$ cat config.mk
export PLATFORM = sky130hd
export DESIGN_NAME = tone_player_flat
export DESIGN_NICKNAME = d
export VERILOG_FILES = /design/src/rtl/tone_player_pkg.sv /design/src/rtl/tone_player_if.sv /design/src/rtl/tone_player_ms_tick.sv /design/src/rtl/tone_player.sv /design/src/flat_wrapper.sv
export SDC_FILE = /design/constraint.sdc
export NUM_CORES = 1
export LEC_CHECK = 0
export CORE_MARGIN = 5
export CORE_UTILIZATION = 58
export CTS_BUF_LIST = sky130_fd_sc_hd__clkbuf_8 sky130_fd_sc_hd__clkbuf_16
export DETAILED_ROUTE_END_ITERATION = 6
export GPL_ROUTABILITY_DRIVEN = 0
export PLACE_DENSITY = 0.83
export REMOVE_ABC_BUFFERS = 1
export SETUP_SLACK_MARGIN = 0.15
export SKIP_LAST_GASP = 1
export SLEW_MARGIN = 10
export SYNTH_ARGS = -nofsm -noshare
export SYNTH_HDL_FRONTEND = slang
export SYNTH_SLANG_ARGS = --single-unit
$ cat constraint.sdc
create_clock -name clk -period 3.1 [get_ports clk]
set_input_delay 0.62 -clock clk [delete_from_list [all_inputs] [get_ports clk]]
set_output_delay 0.62 -clock clk [all_outputs]
set_load 0.02 [all_outputs]
$ cat src/rtl/tone_player_pkg.sv
// Shared types and constants for the tone player: state encoding, note width
// and default timing parameters.
package tone_player_pkg;

    typedef enum logic [1:0] {
        IDLE = 2'd0,
        PLAY = 2'd1,
        GAP  = 2'd2
    } state_t;

    localparam int N_W            = 17;
    localparam int DEF_MS_TICKS   = 50000;
    localparam int DEF_GAP_MS     = 10;

endpackage

$ cat src/rtl/tone_player_if.sv
// Note request handshake between the song sequencer and the tone player.
interface tone_player_if #(
    parameter int DUR_W = 8
);
    logic                           in_valid;
    logic                           in_ready;
    logic [tone_player_pkg::N_W-1:0] in_n;
    logic [DUR_W-1:0]               in_dur;

    modport master (output in_valid, in_n, in_dur, input in_ready);
    modport slave  (input in_valid, in_n, in_dur, output in_ready);
endinterface

$ cat src/rtl/tone_player_ms_tick.sv
// Millisecond prescaler: one-cycle tick every MS_TICKS clocks, restartable
// through a synchronous clear.
module ms_tick
    import tone_player_pkg::*;
#(
    parameter int MS_TICKS = DEF_MS_TICKS
) (
    input  logic clk,
    input  logic rst_n,
    input  logic clr,
    output logic tick
);
    localparam int CW = (MS_TICKS > 1) ? $clog2(MS_TICKS) : 1;

    logic [CW-1:0] cnt_q;

    assign tick = (cnt_q == CW'(MS_TICKS - 1));

    // NOTE: clocked state uses <= so every flop samples pre-edge values.
    always_ff @(posedge clk or negedge rst_n) begin
        if (!rst_n) begin
            cnt_q <= '0;
        end else if (clr || tick) begin
            cnt_q <= '0;
        end else begin
            cnt_q <= cnt_q + CW'(1);
        end
    end
endmodule

$ cat src/rtl/tone_player.sv
// Plays one square-wave note per handshake for a given number of milliseconds,
// followed by a fixed silent gap, then pulses done.
module tone_player
    import tone_player_pkg::*;
#(
    parameter int MS_TICKS = DEF_MS_TICKS,
    parameter int DUR_W    = 8,
    parameter int GAP_MS   = DEF_GAP_MS
) (
    input  logic          clk,
    input  logic          rst_n,
    tone_player_if.slave  bus,
    output logic          tone,
    output logic          busy,
    output logic          done
);
    localparam int GAP_W   = $clog2(GAP_MS + 2);
    localparam bit HAS_GAP = (GAP_MS != 0);

    state_t           state_q, state_d;
    logic             done_q, done_d;
    logic [N_W-1:0]   n_q, hp_q;
    logic [DUR_W-1:0] rem_q;
    logic [GAP_W-1:0] gap_q;
    logic             tone_q;
    logic             accept, tick, play_exit, gap_exit;

    assign bus.in_ready = (state_q == IDLE);
    assign busy         = (state_q != IDLE);
    assign tone         = tone_q;
    assign done         = done_q;

    assign accept    = bus.in_valid && (state_q == IDLE);
    assign play_exit = (state_q == PLAY) && tick && (rem_q == DUR_W'(1));
    assign gap_exit  = (state_q == GAP)  && tick && (gap_q == GAP_W'(1));

    // Held in clear while idle, so the first PLAY/GAP cycle starts a fresh millisecond.
    ms_tick #(.MS_TICKS(MS_TICKS)) u_ms_tick (
        .clk   (clk),
        .rst_n (rst_n),
        .clr   (state_q == IDLE),
        .tick  (tick)
    );

    always_ff @(posedge clk or negedge rst_n) begin
        if (!rst_n) begin
            state_q <= IDLE;
            done_q  <= 1'b0;
        end else begin
            state_q <= state_d;
            done_q  <= done_d;
        end
    end

    // NOTE: every output of this block gets a default first, so no latch is inferred.
    always_comb begin
        state_d = state_q;
        done_d  = 1'b0;
        case (state_q)
            IDLE: begin
                if (accept) begin
                    if (bus.in_dur != '0) begin
                        state_d = PLAY;
                    end else if (HAS_GAP) begin
                        state_d = GAP;
                    end else begin
                        done_d = 1'b1;
                    end
                end
            end
            PLAY: begin
                if (play_exit) begin
                    if (HAS_GAP) begin
                        state_d = GAP;
                    end else begin
                        state_d = IDLE;
                        done_d  = 1'b1;
                    end
                end
            end
            GAP: begin
                if (gap_exit) begin
                    state_d = IDLE;
                    done_d  = 1'b1;
                end
            end
            default: state_d = IDLE;
        endcase
    end

    always_ff @(posedge clk or negedge rst_n) begin
        if (!rst_n) begin
            n_q    <= '0;
            hp_q   <= '0;
            rem_q  <= '0;
            gap_q  <= '0;
            tone_q <= 1'b0;
        end else if (accept) begin
            n_q    <= bus.in_n;
            rem_q  <= bus.in_dur;
            gap_q  <= GAP_W'(GAP_MS);
            hp_q   <= '0;
            tone_q <= 1'b0;
        end else begin
            case (state_q)
                PLAY: begin
                    if (tick) begin
                        rem_q <= rem_q - DUR_W'(1);
                    end
                    // The exit edge wins over a toggle so a note never ends high.
                    if (play_exit) begin
                        tone_q <= 1'b0;
                        hp_q   <= '0;
                    end else if (n_q != '0) begin
                        if (hp_q == n_q - N_W'(1)) begin
                            tone_q <= ~tone_q;
                            hp_q   <= '0;
                        end else begin
                            hp_q <= hp_q + N_W'(1);
                        end
                    end
                end
                GAP: begin
                    tone_q <= 1'b0;
                    if (tick) begin
                        gap_q <= gap_q - GAP_W'(1);
                    end
                end
                default: tone_q <= 1'b0;
            endcase
        end
    end
endmodule
$ cat src/flat_wrapper.sv
// flat-port wrapper written by rule: the top's interface ports become plain ports
module tone_player_flat import tone_player_pkg::*;
#(
    parameter int MS_TICKS = DEF_MS_TICKS,
    parameter int DUR_W    = 8,
    parameter int GAP_MS   = DEF_GAP_MS
)
  (clk, rst_n, tone, busy, done, bus_in_valid, bus_in_n, bus_in_dur, bus_in_ready);
  tone_player_if #(.DUR_W(DUR_W)) bus_i ();
  input  logic clk;
  input  logic rst_n;
  output logic tone;
  output logic busy;
  output logic done;
  input wire logic [$bits(bus_i.in_valid)-1:0] bus_in_valid;
  input wire logic [$bits(bus_i.in_n)-1:0] bus_in_n;
  input wire logic [$bits(bus_i.in_dur)-1:0] bus_in_dur;
  output wire logic [$bits(bus_i.in_ready)-1:0] bus_in_ready;
  assign bus_i.in_valid = bus_in_valid;
  assign bus_i.in_n = bus_in_n;
  assign bus_i.in_dur = bus_in_dur;
  assign bus_in_ready = bus_i.in_ready;
  tone_player #(.MS_TICKS(MS_TICKS), .DUR_W(DUR_W), .GAP_MS(GAP_MS)) u_core (.clk(clk), .rst_n(rst_n), .bus(bus_i), .tone(tone), .busy(busy), .done(done));
endmodule
==> reports/metrics.csv <==
metric,value,unit
nNetsFinal,483,
cp.arrival,2.93,ns
drive_gt1_frac,0.0664,
grt_overflow_total,0,
tns,0,ns
slew_viol_final,0,
cts-root-buf,clkbuf_8,
clock_latency,0.35,ns
grt_pass1_vias,2972,
yosys.area.top_type_share,0.443,
use_met3,0.0376,
row_count,29,
cp-end-kind,flop,
cap_violations,0,
clock_tree.htree_level_count,3,
max_stage_delay,0.44,ns
finClkSkew,0.0102,ns
grtUsageMet1,0.294,
swShare,0.401,
start_kind,flop,
period_share,0.874,
power.density,761,nW/um^2
fp.dieH,90.2,um
rsz0062_at_grt,false,
drtIter0Drc,180,
drc,0,
cts_buffer_depth,2,
syn_area_per_cell,9.02,sq um
relSlewSlack,0.449,
antenna_found_initial,0,
ctsHoldBuffers,0,
dp_hpwl,6100,um
setup_viol,0,
period_minus_slack,2.71,ns
synthFlopType,dfrtp_1,
async_flop_share,1.00,
ant_nets,0,
synthToLayoutAreaGrowth,15.5,%
ys_ff_latch,66,
ir_worst_vdd,0.000515,V
combPwrFrac,0.360,
postCtsSetupRepairBufs,0,
synth.area.top_cells,"dfrtp_1 44%, nand2_1 7.5%, xnor2_1 7.0%",
switchingPower,1.32,mW
grt_pass1_wl,14400,um
grt_use_total,0.215,
finalHoldViolations,0,
worstPathMaxFanout,15,
synthTopCellsByCount,"75 x nand2_1, 66 x dfrtp_1, 37 x nor2_1",
synth_edf_count,0,
first_pass_iters,5,
required,3.32,ns
cts_tree,done,
crit_slowest_cell,dfrtp_1,
vias_per_cell,5.91,
io_pins,32,
crit_chain,inv_1 > ha_1 > or3b_4 > nor3_4 > o2111ai_1 > o211a_1 > a311o_1 > nor4b_4 > buf_4 > nor3_1,
hold_class,in -> async,
p_leak,1.85,nW
via_count,3129,
syn-instance-count,414,
whs,0.368,ns
seqPwrFrac,0.420,
cts_buffers,9,
worst_pin_slew,0.827,ns
fp.dieW,90.2,um
grt.busiest_layer,met2,
port_buffers,31,
post_cts_resize_count,0,
nFillCells,511,
cts_sinks,66,
antenna_cells,0,
dieArea,8140,sq um
syn_area,3730,sq um
clkTransAtPathRegs,0.07,ns
avgRoutedWirePerCell,15.8,um
use_met2,0.337,
pwr-share-clk,0.220,
ys_warn_count,0,
synth.yosys.seq_area_share,0.443,
fin_ws,0.391,ns
synth.distinct_cells,54,
outcome,"finished, final reports clean",
synth_most_common_cell,nand2_1,
core_area,6310,sq um
power,3.28,mW
worstSetupPathType,reg -> reg,
preCtsSetupSlack,0.408,ns
synth_area_leader_cell,dfrtp_1,
floorplan.initialDensity,0.591,
wl,8380,um
internal_power,1.97,mW
fmaxAchievable,0.369,GHz
grt_start_max_net_pins,39,
==> power groups by stage <==
stage                     combinational, mW  clock [mW]  sequential (mW)
after floorplan                       0.854           0             1.29
after global placement                 1.13           0             1.37
after detailed placement               1.17           0             1.38
after CTS                              1.18       0.726             1.36
after global routing                   1.32       0.762             1.41
final                                  1.18       0.721             1.38
==> per-layer routing <==
| layer | share of wire | up-vias |
|---|---|---|
| met3 | 0.043 | 16 |
| met5 | 0 | - |
| met1 | 0.46 | 1528 |
| met2 | 0.48 | 80 |
| li1 | - | 1505 |
| met4 | 0.016 | 0 |
==> flip-flops by register name, summed over array words and instances (netlist names) <==
name	count
u_core.done	1
u_core.gap_q	4
u_core.hp_q	17
u_core.n_q	17
u_core.rem_q	8
u_core.state_q	2
u_core.tone	1
u_core.u_ms_tick.cnt_q	16
==> through the flow <==
stage | cell area, sq um | std cells | util
final | 4310 | 529 | 0.683
after global routing | 4310 | 529 | 0.683
after CTS | 4310 | 529 | 0.683
after global placement | 4120 | 514 | 0.652
after detailed placement | 4120 | 514 | 0.652
after floorplan | 3660 | 399 | -
==> cells by family after synthesis <==
logic type | count (synthesis) | share of synthesized area
compound gates | 46 | 0.0838
xor+xnor | 52 | 0.122
simple gates | 216 | 0.296
flops | 66 | 0.443
fa+ha+maj | 7 | 0.0235
mux | 1 | 0.00268
buf+inv | 26 | 0.0292
==> worst max-delay path, delay by kind of cell (launching register included) <==
family	cells	cell delay (ns)
compound gates	3	0.65
fa+ha+maj	1	0.21
buf+inv	2	0.34
flops	1	0.44
simple gates	4	0.94
==> area by class of cell <==
cell class | instances | area (sq um) | area share
Tap cell | 77 | 96.3 | 0.0223
Multi-Input combinational cell | 322 | 1970 | 0.457
Timing Repair Buffer | 38 | 358 | 0.0830
Sequential cell | 66 | 1650 | 0.383
Clock inverter | 5 | 55.1 | 0.0128
Inverter | 11 | 41.3 | 0.00958
Clock buffer | 10 | 138 | 0.0319
==> path summary, 6_finish.rpt <==
check / start / end / slack, ns / cells past startpoint
max: u_core.n_q[0]$_DFFE_PN0P_ / u_core.hp_q[10]$_DFFE_PN0P_ / 0.39 / 10
min: rst_n / u_core.n_q[3]$_DFFE_PN0P_ / 0.37 / 1
max reg2reg: u_core.n_q[0]$_DFFE_PN0P_ / u_core.hp_q[10]$_DFFE_PN0P_ / 0.39 / 10
min reg2reg: u_core.u_ms_tick.cnt_q[0]$_DFF_PN0_ / u_core.u_ms_tick.cnt_q[0]$_DFF_PN0_ / 0.49 / 1
max in group asynchronous: rst_n / u_core.u_ms_tick.cnt_q[8]$_DFF_PN0_ / 2.00 / 2
min in group clk: u_core.u_ms_tick.cnt_q[0]$_DFF_PN0_ / u_core.u_ms_tick.cnt_q[0]$_DFF_PN0_ / 0.49 / 1
==> placed cells by master, fill, tap and decap left out, types with 8 or more instances in the layout <==
| master | synthesis | routed |
|---|---|---|
| o21ai_0 | 15 | 14 |
| nand3_1 | 17 | 17 |
| xnor2_1 | 30 | 30 |
| clkdlybuf4s50_1 | 0 | 30 |
| dfrtp_1 | 66 | 66 |
| nor2_1 | 37 | 37 |
| nand4_1 | 8 | 8 |
| xor2_1 | 22 | 22 |
| inv_1 | 11 | 11 |
| clkbuf_8 | 0 | 10 |
| and3_1 | 11 | 11 |
| nor3_1 | 24 | 24 |
| nand2_1 | 75 | 75 |
Power figures use the tool's default switching activity.
